$ cat config.mk
export PLATFORM = sky130hd
export DESIGN_NAME = nanaseg_readback
export DESIGN_NICKNAME = d
export VERILOG_FILES = /design/src/rtl/nanaseg_pkg.sv /design/src/rtl/nanaseg_encoder.sv /design/src/rtl/nanaseg_readback.sv
export SDC_FILE = /design/constraint.sdc
export NUM_CORES = 1
export LEC_CHECK = 0
export BUFFER_PORTS_ARGS = -buffer_cell sky130_fd_sc_hd__clkbuf_2
export CAP_MARGIN = 20
export CORE_UTILIZATION = 52
export DETAILED_ROUTE_END_ITERATION = 8
export GPL_ROUTABILITY_DRIVEN = 0
export PLACE_DENSITY = 0.76
export SETUP_SLACK_MARGIN = 0.15
export SLEW_MARGIN = 40
export SYNTH_ARGS = -nofsm -noshare
export SYNTH_HDL_FRONTEND = slang
export SYNTH_SLANG_ARGS = --single-unit
$ cat constraint.sdc
create_clock -name clk -period 2.8 [get_ports clk]
set_input_delay 0.28 -clock clk [delete_from_list [all_inputs] [get_ports clk]]
set_output_delay 0.28 -clock clk [all_outputs]
set_load 0.03 [all_outputs]
$ cat src/rtl/nanaseg_pkg.sv
// rtl/nanaseg_pkg.sv - shared 7-seg pattern constants and readback FSM states
package nanaseg_pkg;

    // Active-low segment patterns, bit0=a .. bit6=g; shared with the forward decoder.
    localparam logic [6:0] SEG_0 = 7'b1000000;
    localparam logic [6:0] SEG_1 = 7'b1111001;
    localparam logic [6:0] SEG_2 = 7'b0100100;
    localparam logic [6:0] SEG_3 = 7'b0110000;
    localparam logic [6:0] SEG_4 = 7'b0011001;
    localparam logic [6:0] SEG_5 = 7'b0010010;
    localparam logic [6:0] SEG_6 = 7'b0000010;
    localparam logic [6:0] SEG_7 = 7'b1111000;
    localparam logic [6:0] SEG_8 = 7'b0000000;
    localparam logic [6:0] SEG_9 = 7'b0010000;
    localparam logic [6:0] SEG_BLANK = 7'h7F;

    localparam logic [3:0] CODE_BLANK   = 4'hF;
    localparam logic [3:0] CODE_ILLEGAL = 4'hE;

    typedef enum logic [1:0] {
        ST_IDLE   = 2'd0,
        ST_SETTLE = 2'd1,
        ST_HELD   = 2'd2
    } rb_state_t;

endpackage

$ cat src/rtl/nanaseg_encoder.sv
// rtl/nanaseg_encoder.sv - segment pattern to 4-bit code, flags unknown patterns
module nanaseg_encoder
    import nanaseg_pkg::*;
(
    input  logic [6:0] seg,
    output logic [3:0] code,
    output logic       illegal
);

    always_comb begin
        code    = CODE_ILLEGAL;
        illegal = 1'b0;
        case (seg)
            SEG_0:     code = 4'd0;
            SEG_1:     code = 4'd1;
            SEG_2:     code = 4'd2;
            SEG_3:     code = 4'd3;
            SEG_4:     code = 4'd4;
            SEG_5:     code = 4'd5;
            SEG_6:     code = 4'd6;
            SEG_7:     code = 4'd7;
            SEG_8:     code = 4'd8;
            SEG_9:     code = 4'd9;
            SEG_BLANK: code = CODE_BLANK;
            default:   illegal = 1'b1;
        endcase
    end

endmodule

$ cat src/rtl/nanaseg_readback.sv
// rtl/nanaseg_readback.sv - settles a multiplexed 7-seg bus and reads back per-digit codes
module nanaseg_readback
    import nanaseg_pkg::*;
#(
    parameter int DIGITS        = 4,
    parameter int STABLE_CYCLES = 8
) (
    input  logic                  clk,
    input  logic                  rst_n,
    input  logic [6:0]            seg_in,
    input  logic [DIGITS-1:0]     an_in,
    output logic [4*DIGITS-1:0]   digits_out,
    output logic [DIGITS-1:0]     digit_valid,
    output logic                  upd_valid,
    input  logic                  upd_ready,
    output logic [2:0]            upd_digit,
    output logic [3:0]            upd_code,
    output logic                  err_illegal,
    output logic                  err_overrun,
    input  logic                  err_clr
);

    localparam logic [7:0] STABLE_L = 8'(STABLE_CYCLES);

    logic [6:0]        seg_s1, seg_s2, ref_seg;
    logic [DIGITS-1:0] an_s1, an_s2, ref_an;
    logic [7:0]        cnt, cnt_nxt;
    rb_state_t         state, state_nxt;
    logic              load_ref, capture;
    logic              cur_onehot, cur_same;
    logic [3:0]        cap_code;
    logic              cap_illegal;
    logic [2:0]        ref_idx;
    logic              new_digit, ev;

    always_ff @(posedge clk or negedge rst_n) begin
        if (!rst_n) begin
            seg_s1 <= SEG_BLANK;
            seg_s2 <= SEG_BLANK;
            an_s1  <= '1;
            an_s2  <= '1;
        end else begin
            seg_s1 <= seg_in;
            seg_s2 <= seg_s1;
            an_s1  <= an_in;
            an_s2  <= an_s1;
        end
    end

    assign cur_onehot = $onehot(~an_s2);
    assign cur_same   = (seg_s2 == ref_seg) && (an_s2 == ref_an);

    nanaseg_encoder u_encoder (
        .seg     (ref_seg),
        .code    (cap_code),
        .illegal (cap_illegal)
    );

    // The capture cycle also inspects the current sample so a pattern change
    // landing exactly on capture starts its own settle without losing a sample.
    always_comb begin
        state_nxt = state;
        cnt_nxt   = cnt;
        load_ref  = 1'b0;
        capture   = 1'b0;
        case (state)
            ST_IDLE: begin
                if (cur_onehot) begin
                    state_nxt = ST_SETTLE;
                    cnt_nxt   = 8'd1;
                    load_ref  = 1'b1;
                end
            end
            ST_SETTLE: begin
                if (cnt >= STABLE_L) begin
                    capture = 1'b1;
                    if (cur_same) begin
                        state_nxt = ST_HELD;
                    end else if (cur_onehot) begin
                        cnt_nxt  = 8'd1;
                        load_ref = 1'b1;
                    end else begin
                        state_nxt = ST_IDLE;
                        cnt_nxt   = 8'd0;
                    end
                end else if (cur_same) begin
                    cnt_nxt = cnt + 8'd1;
                end else if (cur_onehot) begin
                    cnt_nxt  = 8'd1;
                    load_ref = 1'b1;
                end else begin
                    state_nxt = ST_IDLE;
                    cnt_nxt   = 8'd0;
                end
            end
            ST_HELD: begin
                if (!cur_same) begin
                    if (cur_onehot) begin
                        state_nxt = ST_SETTLE;
                        cnt_nxt   = 8'd1;
                        load_ref  = 1'b1;
                    end else begin
                        state_nxt = ST_IDLE;
                        cnt_nxt   = 8'd0;
                    end
                end
            end
            default: begin
                state_nxt = ST_IDLE;
                cnt_nxt   = 8'd0;
            end
        endcase
    end

    always_ff @(posedge clk or negedge rst_n) begin
        if (!rst_n) begin
            state   <= ST_IDLE;
            cnt     <= 8'd0;
            ref_seg <= SEG_BLANK;
            ref_an  <= '1;
        end else begin
            state <= state_nxt;
            cnt   <= cnt_nxt;
            if (load_ref) begin
                ref_seg <= seg_s2;
                ref_an  <= an_s2;
            end
        end
    end

    always_comb begin
        ref_idx   = 3'd0;
        new_digit = 1'b0;
        for (int i = 0; i < DIGITS; i++) begin
            if (!ref_an[i]) begin
                ref_idx   = 3'(i);
                new_digit = !digit_valid[i] || (digits_out[4*i +: 4] != cap_code);
            end
        end
    end

    assign ev = capture && new_digit;

    always_ff @(posedge clk or negedge rst_n) begin
        if (!rst_n) begin
            digits_out  <= '1;
            digit_valid <= '0;
        end else if (capture) begin
            for (int i = 0; i < DIGITS; i++) begin
                if (!ref_an[i]) begin
                    digit_valid[i] <= 1'b1;
                    if (new_digit)
                        digits_out[4*i +: 4] <= cap_code;
                end
            end
        end
    end

    // Single-entry event slot; a new event may replace one being accepted this cycle.
    always_ff @(posedge clk or negedge rst_n) begin
        if (!rst_n) begin
            upd_valid <= 1'b0;
            upd_digit <= 3'd0;
            upd_code  <= 4'd0;
        end else if (ev && (!upd_valid || upd_ready)) begin
            upd_valid <= 1'b1;
            upd_digit <= ref_idx;
            upd_code  <= cap_code;
        end else if (upd_valid && upd_ready) begin
            upd_valid <= 1'b0;
        end
    end

    always_ff @(posedge clk or negedge rst_n) begin
        if (!rst_n) begin
            err_illegal <= 1'b0;
            err_overrun <= 1'b0;
        end else begin
            err_illegal <= (capture && cap_illegal) || (err_illegal && !err_clr);
            err_overrun <= (ev && upd_valid && !upd_ready) || (err_overrun && !err_clr);
        end
    end

endmodule

==> flow_summary.yaml <==
timing:
  fin_crit_ns: 2.86
  post-route-period-util: 1.02
  grt_setup_unrepaired: "yes"
  hold_violations: 0
  clock_skew_ns: 0.0133
  max_freq_mhz: 350
  worst_slack_ns: -0.0610
  setup-violations-final: 17
  slew_violations: 0
pwr:
  power.total_mw: 3.43
  power_density_nw_per_um2: 786
  ir_drop_mv: 0.547
  power.leakage_nw: 2.02
global_route:
  grt_pass1_wl_um: 11900
  antenna_found_initial: 0
  grt_max_degree: 38
  grt_pass1_vias: 2436
  grt_usage: 0.221
  gr-total-overflow: 0
clocking:
  path_clk_slew_ns: 0.08
  clk_latency_ns: 0.35
  cts_buffers: 9
  htreeDepth: 3
  clock_sinks: 72
  clockBufferDepth: 2
  cts_tree: "built"
  cts_root_buffer: "clkbuf_8"
detailed_routing:
  drc: 0
  vias: 2416
  drtAntennaViolNets: 0
  dr_wl_met2_um: 3700
  wl_met3_um: 260
  firstDrtPassIters: 4
  viasPerCell: 5.43
  wl_um: 7220
  met1_length_um: 3090
  detail_route.wl_per_cell_um: 16.2
  dr.max_layer_used: "met4"
  drt_iter0_drc: 92
die:
  initial_core_util: 0.540
  die_y_um: 83.5
  num_rows: 29
  die_area_um2: 6970
  io_pins: 45
  core_area_um2: 6390
  die_x_um: 83.5
synth:
  mappedNetlistArea_um2: 3450
  synth_commonest_cells: "dfstp_2 (49), mux2_2 (25), dfrtp_1 (23), nand2_1 (18), xor2_1 (16)"
  ys_ff_latch: 72
  synthTopCellsByArea: "dfstp_2 (37%), dfrtp_1 (17%), mux2_2 (8.2%)"
  ys_seq_area_frac: 0.540
  syn_nets: 304
  yosys.area.top_type: "dfstp_2"
  synth_top_area_frac: 0.373
  yosys.cell_types.count: 54
  yosysWarnings: 0
  synth.most_common_cell: "dfstp_2"
  ys.flop_type: "dfstp_2"
  synth_edf_count: 0
  syn_avg_cell_area_um2: 12.3
  netlist_instances: 280
  postSynth.asyncResetShare: 1.00
placement:
  dp_hpwl_um: 4960
  placed_area_um2: 3950
  port_buffers: 43
run:
  drv_cap: 0
critical_path:
  path_delay_family: "simple AND/OR/NAND/NOR gates"
  cp_slowest_cell: "or4b_4"
  max_stage_delay_ns: 0.51
  cp_num_buf_inv: 0
  worst-setup-path-type: "flip-flop to flip-flop"
  required_ns: 3.04
  end_kind: "flip-flop"
  start_kind: "flip-flop"
  path_max_fanout: 6
  worstPathArrival_ns: 3.10
  path_cells: "or3_4, or4b_4, nand3_4, o311ai_4, xnor2_1, a41o_1, a21o_4, a21bo_4, mux2_4"
status:
  run_status: "finished, violations left"
  violations: "negative setup slack"
cells_and_area:
  final_layout_size_suffix_gt1_frac: 0.543
  fin_area_um2: 4370
  insertedDiodeCount: 0
  n_fill_cell: 472
  area_growth_pct: 26.6
  nets: 387
hold_path:
  hold_class: "primary input to flip-flop"
-- repair_timing --
| action | CTS | global route |
|---|---|---|
| resized for setup | 21 | 10 |
| hold buffers | 2 | 2 |
| setup endpoints to repair | 21 | 22 |
| pin swaps | 10 | 5 |
| gates cloned | 0 | 0 |
| hold endpoints to repair | 2 | 18 |
| buffers inserted | 4 | 1 |
-- final timing paths --
path	slack [ns]	endpoint	cells past startpoint	from
min in group asynchronous	0.42	upd_code[1]	2	rst_n
max reg2reg	-0.06	upd_digit[0]	9	ref_seg[6]
max	-0.06	upd_digit[0]	9	ref_seg[6]
max in group asynchronous	1.78	an_s1[0]	3	rst_n
min	0.01	an_s1[2]	1	an_in[2]
min reg2reg	0.35	seg_s2[2]	0	seg_s1[2]
-- worst register-to-register path, delay by kind of cell (launching register included) --
family          cells  cell delay (ns)
simple gates        3             0.98
compound gates      4             0.90
flops               1             0.40
mux                 1             0.31
xor+xnor            1             0.17
-- metrics by stage --
stage / hold WS, ns / utilization / cells / TNS, ns / setup slack [ns]
final: 0.0109 / 0.684 / 445 / -0.520 / -0.0610
after CTS: 0.0000517 / 0.674 / 442 / -0.198 / -0.0362
after global placement: 0.345 / 0.619 / 420 / -0.675 / -0.0636
after floorplan: -0.0156 / - / 280 / -1.43 / -0.157
after detailed placement: 0.347 / 0.619 / 420 / -2.04 / -0.171
after global routing: 0.000451 / 0.684 / 445 / -2.29 / -0.160
-- where the power goes --
part / switching, mW / internal [mW] / total (mW)
Clock: 0.406 / 0.403 / 0.809
Sequential: 0.187 / 1.23 / 1.42
Combinational: 0.590 / 0.618 / 1.21
-- sequential cells by signal, indices dropped and copies added (netlist names) --
| signal | flops |
|---|---|
| cnt | 8 |
| upd_code | 4 |
| ref_seg | 7 |
| seg_s2 | 7 |
| ref_an | 4 |
| seg_s1 | 7 |
| digit_valid | 4 |
| err_illegal | 1 |
| digits_out | 16 |
| upd_valid | 1 |
| state | 2 |
| an_s1 | 4 |
| err_overrun | 1 |
| upd_digit | 2 |
| an_s2 | 4 |
-- layout make-up --
| cell class | instances | area [um^2] | area share |
|---|---|---|---|
| sequential | 72 | 1860 | 0.426 |
| inverter | 14 | 52.6 | 0.0120 |
| tap | 77 | 96.3 | 0.0221 |
| clock buffer | 11 | 163 | 0.0372 |
| clock inverter | 5 | 35.0 | 0.00802 |
| timing repair buffer | 84 | 567 | 0.130 |
| multi-input combinational | 182 | 1590 | 0.365 |
-- placed cells by master, fill, tap and decap left out, types with 7 or more instances in the layout --
cell	count
nand3_1	7
nand2b_1	7
mux2_2	17
inv_1	14
and2_1	7
xnor2_1	11
clkbuf_8	10
o21ai_0	11
nor2_1	9
clkbuf_2	42
dfrtp_1	23
dfstp_2	49
nand2_1	17
mux2_4	14
xor2_1	15
buf_4	32
ha_1	8
-- layer usage --
layer / global-route usage / vias to the layer above
met4: 0.103 / 0
li1: - / 1140
met3: 0.0415 / 15
met2: 0.373 / 66
met1: 0.276 / 1195
met5: 0 / -
-- logic make-up after synthesis --
kind of cell             share of synthesized area
XOR/XNOR                                    0.0685
multiplexers                                 0.108
buffers and inverters                       0.0373
AND/OR/NAND/NOR                              0.108
flip-flops                                   0.540
other                                      0.00109
adder cells (fa/ha/maj)                     0.0348
AO/OA/AOI/OAI                                0.103
No activity file was read; power rests on OpenSTA's default activity.
